## src/rtl/traffic_conflict_monitor_if.sv

```systemverilog
// Light-code inputs from the controller and lamp/fault outputs to the heads.
// master drives codes and watches lamps; slave is the safety monitor.
interface traffic_conflict_monitor_if;
    logic [1:0] NS_IN;
    logic [1:0] SN_IN;
    logic [1:0] EW_IN;
    logic [1:0] WE_IN;
    logic [2:0] NS_LAMP;
    logic [2:0] SN_LAMP;
    logic [2:0] EW_LAMP;
    logic [2:0] WE_LAMP;
    logic       FAULT;
    logic [2:0] FAULT_CODE;
    logic       MON_ACTIVE;

    modport master (
        output NS_IN, SN_IN, EW_IN, WE_IN,
        input  NS_LAMP, SN_LAMP, EW_LAMP, WE_LAMP, FAULT, FAULT_CODE, MON_ACTIVE
    );

    modport slave (
        input  NS_IN, SN_IN, EW_IN, WE_IN,
        output NS_LAMP, SN_LAMP, EW_LAMP, WE_LAMP, FAULT, FAULT_CODE, MON_ACTIVE
    );
endinterface

```

## src/rtl/traffic_conflict_monitor.sv

```systemverilog
// Safety stage between light controller and lamp heads: legal codes reach the lamps
// one cycle later; any violation latches a fault code and flashes red until CLEAR (no backpressure).
module traffic_conflict_monitor #(
    parameter int STARTUP_CYCLES = 4,
    parameter int MIN_YELLOW     = 3,
    parameter int ALLRED_MAX     = 4,
    parameter int FLASH_HALF     = 8
) (
    input logic                       CLK,
    input logic                       CLEAR,
    traffic_conflict_monitor_if.slave bus
);
    localparam int IW = $clog2(STARTUP_CYCLES + 1);
    localparam int YW = $clog2(MIN_YELLOW + 1);
    localparam int AW = $clog2(ALLRED_MAX + 1);
    localparam int FW = $clog2(FLASH_HALF + 1);

    localparam logic [1:0] C_RED = 2'b00;
    localparam logic [1:0] C_YEL = 2'b01;
    localparam logic [1:0] C_GRN = 2'b10;
    localparam logic [1:0] C_ILL = 2'b11;

    localparam logic [2:0] L_RED  = 3'b100;
    localparam logic [2:0] L_YEL  = 3'b010;
    localparam logic [2:0] L_GRN  = 3'b001;
    localparam logic [2:0] L_DARK = 3'b000;

    typedef enum logic [1:0] {
        ST_INIT    = 2'd0,
        ST_MONITOR = 2'd1,
        ST_FLASH   = 2'd2
    } state_t;

    state_t          state_q;
    logic [2:0]      lamp_q   [4];
    logic [1:0]      prev_q   [4];
    logic [YW-1:0]   ydwell_q [4];
    logic [YW-1:0]   ydwell_d [4];
    logic [AW-1:0]   allred_q;
    logic [AW-1:0]   allred_d;
    logic [IW-1:0]   init_cnt_q;
    logic [FW-1:0]   flash_cnt_q;
    logic            fault_q;
    logic [2:0]      code_q;
    logic [2:0]      code_d;

    logic [1:0]      code_in  [4];
    logic            any_illegal;
    logic            bad_trans;
    logic            short_yel;
    logic            all_red;
    logic [2:0]      nonred_cnt;

    // Direction order everywhere: 0 NS, 1 SN, 2 EW, 3 WE.
    assign code_in[0] = bus.NS_IN;
    assign code_in[1] = bus.SN_IN;
    assign code_in[2] = bus.EW_IN;
    assign code_in[3] = bus.WE_IN;

    function automatic logic [2:0] decode(input logic [1:0] c);
        case (c)
            C_YEL:   decode = L_YEL;
            C_GRN:   decode = L_GRN;
            default: decode = L_RED;
        endcase
    endfunction

    always_comb begin
        any_illegal = 1'b0;
        bad_trans   = 1'b0;
        short_yel   = 1'b0;
        all_red     = 1'b1;
        nonred_cnt  = 3'd0;
        for (int i = 0; i < 4; i++) begin
            if (code_in[i] == C_YEL)
                ydwell_d[i] = (ydwell_q[i] == YW'(MIN_YELLOW)) ? ydwell_q[i] : ydwell_q[i] + 1'b1;
            else
                ydwell_d[i] = '0;
            if (code_in[i] == C_ILL)
                any_illegal = 1'b1;
            if (code_in[i] != C_RED) begin
                all_red    = 1'b0;
                nonred_cnt = nonred_cnt + 3'd1;
            end
            // A previous 11 can only have been tracked during INIT; no rule applies to it.
            if (prev_q[i] != C_ILL) begin
                if ((prev_q[i] == C_GRN && code_in[i] == C_RED) ||
                    (prev_q[i] == C_RED && code_in[i] == C_YEL) ||
                    (prev_q[i] == C_YEL && code_in[i] == C_GRN))
                    bad_trans = 1'b1;
            end
            if (prev_q[i] == C_YEL && code_in[i] == C_RED && ydwell_q[i] < YW'(MIN_YELLOW))
                short_yel = 1'b1;
        end

        if (all_red)
            allred_d = (allred_q == AW'(ALLRED_MAX)) ? allred_q : allred_q + 1'b1;
        else
            allred_d = '0;

        if (any_illegal)                     code_d = 3'd1;
        else if (nonred_cnt > 3'd1)          code_d = 3'd2;
        else if (bad_trans)                  code_d = 3'd3;
        else if (short_yel)                  code_d = 3'd4;
        else if (allred_d == AW'(ALLRED_MAX)) code_d = 3'd5;
        else                                 code_d = 3'd0;
    end

    always_ff @(posedge CLK) begin
        if (CLEAR) begin
            state_q     <= ST_INIT;
            fault_q     <= 1'b0;
            code_q      <= 3'd0;
            allred_q    <= '0;
            init_cnt_q  <= '0;
            flash_cnt_q <= '0;
            for (int i = 0; i < 4; i++) begin
                lamp_q[i]   <= L_RED;
                prev_q[i]   <= C_RED;
                ydwell_q[i] <= '0;
            end
        end else begin
            case (state_q)
                ST_INIT: begin
                    allred_q <= allred_d;
                    for (int i = 0; i < 4; i++) begin
                        prev_q[i]   <= code_in[i];
                        ydwell_q[i] <= ydwell_d[i];
                    end
                    if (init_cnt_q != IW'(STARTUP_CYCLES))
                        init_cnt_q <= init_cnt_q + 1'b1;
                    if (init_cnt_q == IW'(STARTUP_CYCLES - 1))
                        state_q <= ST_MONITOR;
                end
                ST_MONITOR: begin
                    if (code_d != 3'd0) begin
                        state_q     <= ST_FLASH;
                        fault_q     <= 1'b1;
                        code_q      <= code_d;
                        flash_cnt_q <= '0;
                        for (int i = 0; i < 4; i++)
                            lamp_q[i] <= L_RED;
                    end else begin
                        allred_q <= allred_d;
                        for (int i = 0; i < 4; i++) begin
                            lamp_q[i]   <= decode(code_in[i]);
                            prev_q[i]   <= code_in[i];
                            ydwell_q[i] <= ydwell_d[i];
                        end
                    end
                end
                ST_FLASH: begin
                    if (flash_cnt_q == FW'(FLASH_HALF - 1)) begin
                        flash_cnt_q <= '0;
                        for (int i = 0; i < 4; i++)
                            lamp_q[i] <= (lamp_q[i] == L_DARK) ? L_RED : L_DARK;
                    end else begin
                        flash_cnt_q <= flash_cnt_q + 1'b1;
                    end
                end
                default: state_q <= ST_INIT;
            endcase
        end
    end

    assign bus.NS_LAMP    = lamp_q[0];
    assign bus.SN_LAMP    = lamp_q[1];
    assign bus.EW_LAMP    = lamp_q[2];
    assign bus.WE_LAMP    = lamp_q[3];
    assign bus.FAULT      = fault_q;
    assign bus.FAULT_CODE = code_q;
    assign bus.MON_ACTIVE = (state_q == ST_MONITOR);
endmodule

```

## src/flat_wrapper.sv

```systemverilog
// flat-port wrapper written by rule: the top's interface ports become plain ports
module traffic_conflict_monitor_flat 
#(
    parameter int STARTUP_CYCLES = 4,
    parameter int MIN_YELLOW     = 3,
    parameter int ALLRED_MAX     = 4,
    parameter int FLASH_HALF     = 8
)
  (CLK, CLEAR, bus_NS_IN, bus_SN_IN, bus_EW_IN, bus_WE_IN, bus_NS_LAMP, bus_SN_LAMP, bus_EW_LAMP, bus_WE_LAMP, bus_FAULT, bus_FAULT_CODE, bus_MON_ACTIVE);
  traffic_conflict_monitor_if bus_i ();
  input logic CLK;
  input logic CLEAR;
  input wire logic [$bits(bus_i.NS_IN)-1:0] bus_NS_IN;
  input wire logic [$bits(bus_i.SN_IN)-1:0] bus_SN_IN;
  input wire logic [$bits(bus_i.EW_IN)-1:0] bus_EW_IN;
  input wire logic [$bits(bus_i.WE_IN)-1:0] bus_WE_IN;
  output wire logic [$bits(bus_i.NS_LAMP)-1:0] bus_NS_LAMP;
  output wire logic [$bits(bus_i.SN_LAMP)-1:0] bus_SN_LAMP;
  output wire logic [$bits(bus_i.EW_LAMP)-1:0] bus_EW_LAMP;
  output wire logic [$bits(bus_i.WE_LAMP)-1:0] bus_WE_LAMP;
  output wire logic [$bits(bus_i.FAULT)-1:0] bus_FAULT;
  output wire logic [$bits(bus_i.FAULT_CODE)-1:0] bus_FAULT_CODE;
  output wire logic [$bits(bus_i.MON_ACTIVE)-1:0] bus_MON_ACTIVE;
  assign bus_i.NS_IN = bus_NS_IN;
  assign bus_i.SN_IN = bus_SN_IN;
  assign bus_i.EW_IN = bus_EW_IN;
  assign bus_i.WE_IN = bus_WE_IN;
  assign bus_NS_LAMP = bus_i.NS_LAMP;
  assign bus_SN_LAMP = bus_i.SN_LAMP;
  assign bus_EW_LAMP = bus_i.EW_LAMP;
  assign bus_WE_LAMP = bus_i.WE_LAMP;
  assign bus_FAULT = bus_i.FAULT;
  assign bus_FAULT_CODE = bus_i.FAULT_CODE;
  assign bus_MON_ACTIVE = bus_i.MON_ACTIVE;
  traffic_conflict_monitor #(.STARTUP_CYCLES(STARTUP_CYCLES), .MIN_YELLOW(MIN_YELLOW), .ALLRED_MAX(ALLRED_MAX), .FLASH_HALF(FLASH_HALF)) u_core (.CLK(CLK), .CLEAR(CLEAR), .bus(bus_i));
endmodule
```

## config.mk

```make
export PLATFORM = sky130hd
export DESIGN_NAME = traffic_conflict_monitor_flat
export DESIGN_NICKNAME = d
export VERILOG_FILES = /design/src/rtl/traffic_conflict_monitor_if.sv /design/src/rtl/traffic_conflict_monitor.sv /design/src/flat_wrapper.sv
export SDC_FILE = /design/constraint.sdc
export NUM_CORES = 1
export LEC_CHECK = 0
export ABC_CLOCK_PERIOD_IN_PS = 2800
export BUFFER_PORTS_ARGS = -buffer_cell sky130_fd_sc_hd__buf_2
export CAP_MARGIN = 20
export CORE_MARGIN = 8
export CORE_UTILIZATION = 53
export CTS_CLUSTER_DIAMETER = 30
export DETAILED_ROUTE_END_ITERATION = 6
export PLACE_DENSITY = 0.76
export SYNTH_ARGS = -nofsm -noshare
export SYNTH_HDL_FRONTEND = slang
export SYNTH_SLANG_ARGS = --single-unit
```

## constraint.sdc

```tcl
create_clock -name CLK -period 2.8 [get_ports CLK]
set_clock_uncertainty 0.15 [all_clocks]
set_input_delay 0.14 -clock CLK [delete_from_list [all_inputs] [get_ports CLK]]
set_output_delay 0.14 -clock CLK [all_outputs]
set_load 0.01 [all_outputs]
```

==> impl_results.md <==
- Status: complete, no violations
- Register Area: 1101 sq um
- Die area: 7652 sq um
- Period minus WS final: 2.721 ns
- Seq/Total Area, Yosys: 40.67%
- Final TNS setup: 0 ns
- Final #Nets: 386
- Vias in the first global route: 2,327
- Post-DRT Antenna Nets: 0
- First drt pass iteration count: 4
- Routed wire length per instance: 16.86 um
- First-pass GRT wire length: 11,080 um
- Final setup viols: 0
- N_diodes: 0
- Yosys top cell area share: 24.40%
- Most used cell, CP: ha_4
- Crit path depth: 13
- Total power: 1.866 mW
- Max clock buf depth: 2
- CTS buffer count: 5
- Htree depth: 2
- Post-route DRC: 0
- Top Ports: 27
- Largest net degree at the start of global routing: 38
- Core Area: 5010 sq um
- Crit Path Category: in -> reg
- Critical path's largest stage delay: 0.33 ns
- Crit path max fanout: 6
- Cell area after layout: 3540 sq um
- Largest cells by area after synthesis: edfxtp_1 24%, dfxtp_1 16%, ha_1 15%
- Dpl cell area: 3253 sq um
- CTS tree: done
- Peak VDD IR: 0.3934 mV
- Final Hold Vio Count: 0
- Asr flop ratio synth: 0%
- CTS root buffer: clkbuf_8
- Post-synth EDFFs: 22
- Die width: 87.48 um
- Cell accounting for the most synthesized area: edfxtp_1
- Gr usage total: 18.69%
- Ys flop type: edfxtp_1
- Gr ovfl total: 0
- Site Rows: 26
- Pwr Density: 527.2 nW/um^2
- Layout cells sized above 1: 31.40%
- Synth Area per Inst: 9.991 sq um
- Crit-path slowest cell: a2111oi_4
- Worst skew pair latency: 0.31 ns
- Total of max-cap violations: 0
- Starting Density: 54.05%
- Synth Register Bits: 44
- Synth unique cells: 45
- Final core occ: 70.65%
- Syn Std Cell Area: 2708 sq um
- Dpl hpwl: 5137 um
- Area Overhead vs Synth: 30.73%
- Yosys warns: 0
- CP startpoint kind: input port
- Port bufs: 26
- Clock Pin Slew Worst Setup and Hold Paths: 0.09 ns
- FMAX: 367.5 MHz
- CP Buf/Inv Count: 4
- Fillers: 364
- Mapped Cells: 271
- RD Place Congestion: 0.8373
- Slew @ Worst Pin: 0.6149 ns
- Multi-input gate area: 1662 sq um
- Drt initial violations: 150
- WL final: 6978 um
- Worst Hold Path Cells: 4
- Initial antenna violation count: 0
- Slew HR: 58.85%
- Vias per inst: 5.633
- Crit path required time: 2.65 ns
- DR vias: 2,332
- Leakage power: 1.504 nW
- RSZ-0062 raised after global routing: yes
- Worst EP arrival: 2.57 ns
- Cell family with most CP delay: adder cells
- Crit share post-route: 97.18%
- Worst R2R Path Depth: 8
- Slew Viols, Final: 0
- Worst path cell trace: buf_4 > clkinvlp_4 > ha_4 > ha_4 > xnor2_4 > ha_4 > nor3b_4 > mux2i_4 > a2111oi_4 > buf_4 > a41oi_4 > buf_12 > nand2b_1
- Syn_nets: 314
- Crit end category: flip-flop
- Fin cells: 414
- Die H: 87.48 um
- Placed cell count: 397
- Min-delay worst type: in -> reg
- CTS sink count: 44
## Yosys cell counts (all sizes together) (3+ instances only)
cell type,n
a21oi,21
and3,8
clkbuf,6
dfxtp,22
edfxtp,22
ha,33
inv,18
mux2i,8
nand2,7
nand2b,9
nand3,11
nand3b,9
nand4,4
nor2,13
nor3,20
nor3b,3
o211a,3
o21ai,18
o31a,3
## routing by layer
layer	part of all wire, %	global-route usage (%)	wire length (um)
met3	5.1	3.774	353
met5	0	0	0
met4	1.2	5.781	86
met2	51	32.09	3574
met1	42	22.67	2963
## cells by family (layout without fill, tap and decap cells)
family,count (synthesis),after routing,share of synthesized area (%)
compound gates,58,59,14.97
flops,44,44,40.67
fa+ha+maj,33,33,15.25
buf+inv,26,98,3.927
mux,8,8,2.958
xor+xnor,3,3,0.9706
simple gates,99,99,21.26
## cell usage in the layout (no fill, tap or decap), types with 4 or more instances in the layout
cell	count
nand2b_1	8
edfxtp_1	22
mux2i_1	7
buf_4	47
o21ai_0	16
nor3_1	19
nand2_1	6
nand3_1	11
nor2_1	12
ha_1	27
buf_2	23
dfxtp_1	22
a21oi_1	21
ha_4	5
nand4_1	4
inv_1	14
and3_1	6
nand3b_1	8
clkbuf_8	5
## repair_timing
| item | in CTS | in global routing |
|---|---|---|
| gates cloned | 1 | 0 |
| setup endpoints to repair | 39 | 46 |
| gates resized for setup | 4 | 14 |
| hold buffers | 0 | 0 |
| buffers inserted | 5 | 3 |
| pin swaps | 2 | 3 |
## cell type report
cell class / count / share of cell area, %
multi-input cells: 202 / 46.94
inverters: 18 / 2.227
well taps: 70 / 2.474
clock buffers: 6 / 2.651
repair buffers: 72 / 14.10
clock inverters: 2 / 0.4949
flip-flops and latches: 44 / 31.11
## metrics by stage
stage / setup WS [ns] / hold WS, ns
floorplan: -0.02227 / 0.2601
CTS: 0.003245 / 0.1705
global placement: -0.2073 / 0.2934
finish: 0.07893 / 0.1872
detailed placement: -0.4570 / 0.3046
global route: -0.03374 / 0.1909
## path summary, 6_finish.rpt
check | slack [ns] | endpoint | start
hold / removal | 0.19 | u_core.prev_q[1][1] | bus_SN_IN[1]
setup reg to reg | 0.38 | u_core.flash_cnt_q[0] | u_core.allred_q[0]
setup / recovery | 0.08 | u_core.prev_q[3][0] | bus_NS_IN[0]
hold reg to reg | 0.33 | u_core.bus.FAULT_CODE[0] | u_core.bus.FAULT_CODE[0]
## sequential cells by signal, summed over array words and instances (netlist names)
register	cells
u_core.bus.FAULT	1
u_core.ydwell_q	8
u_core.bus.FAULT_CODE	3
u_core.prev_q	8
u_core.allred_q	3
u_core.init_cnt_q	3
u_core.state_q	2
u_core.flash_cnt_q	4
u_core.lamp_q	12
## worst min-delay path, delay by kind of cell
| kind | cells | cell delay, ns |
|---|---|---|
| buf+inv | 3 | 0.30 |
| simple gates | 1 | 0.04 |
## power by group
group          internal [mW]  switching, mW  total [mW]
logic                  0.277          0.289       0.566
clock network          0.233          0.230       0.463
registers              0.770         0.0669       0.837
Power figures use the tool's default switching activity.
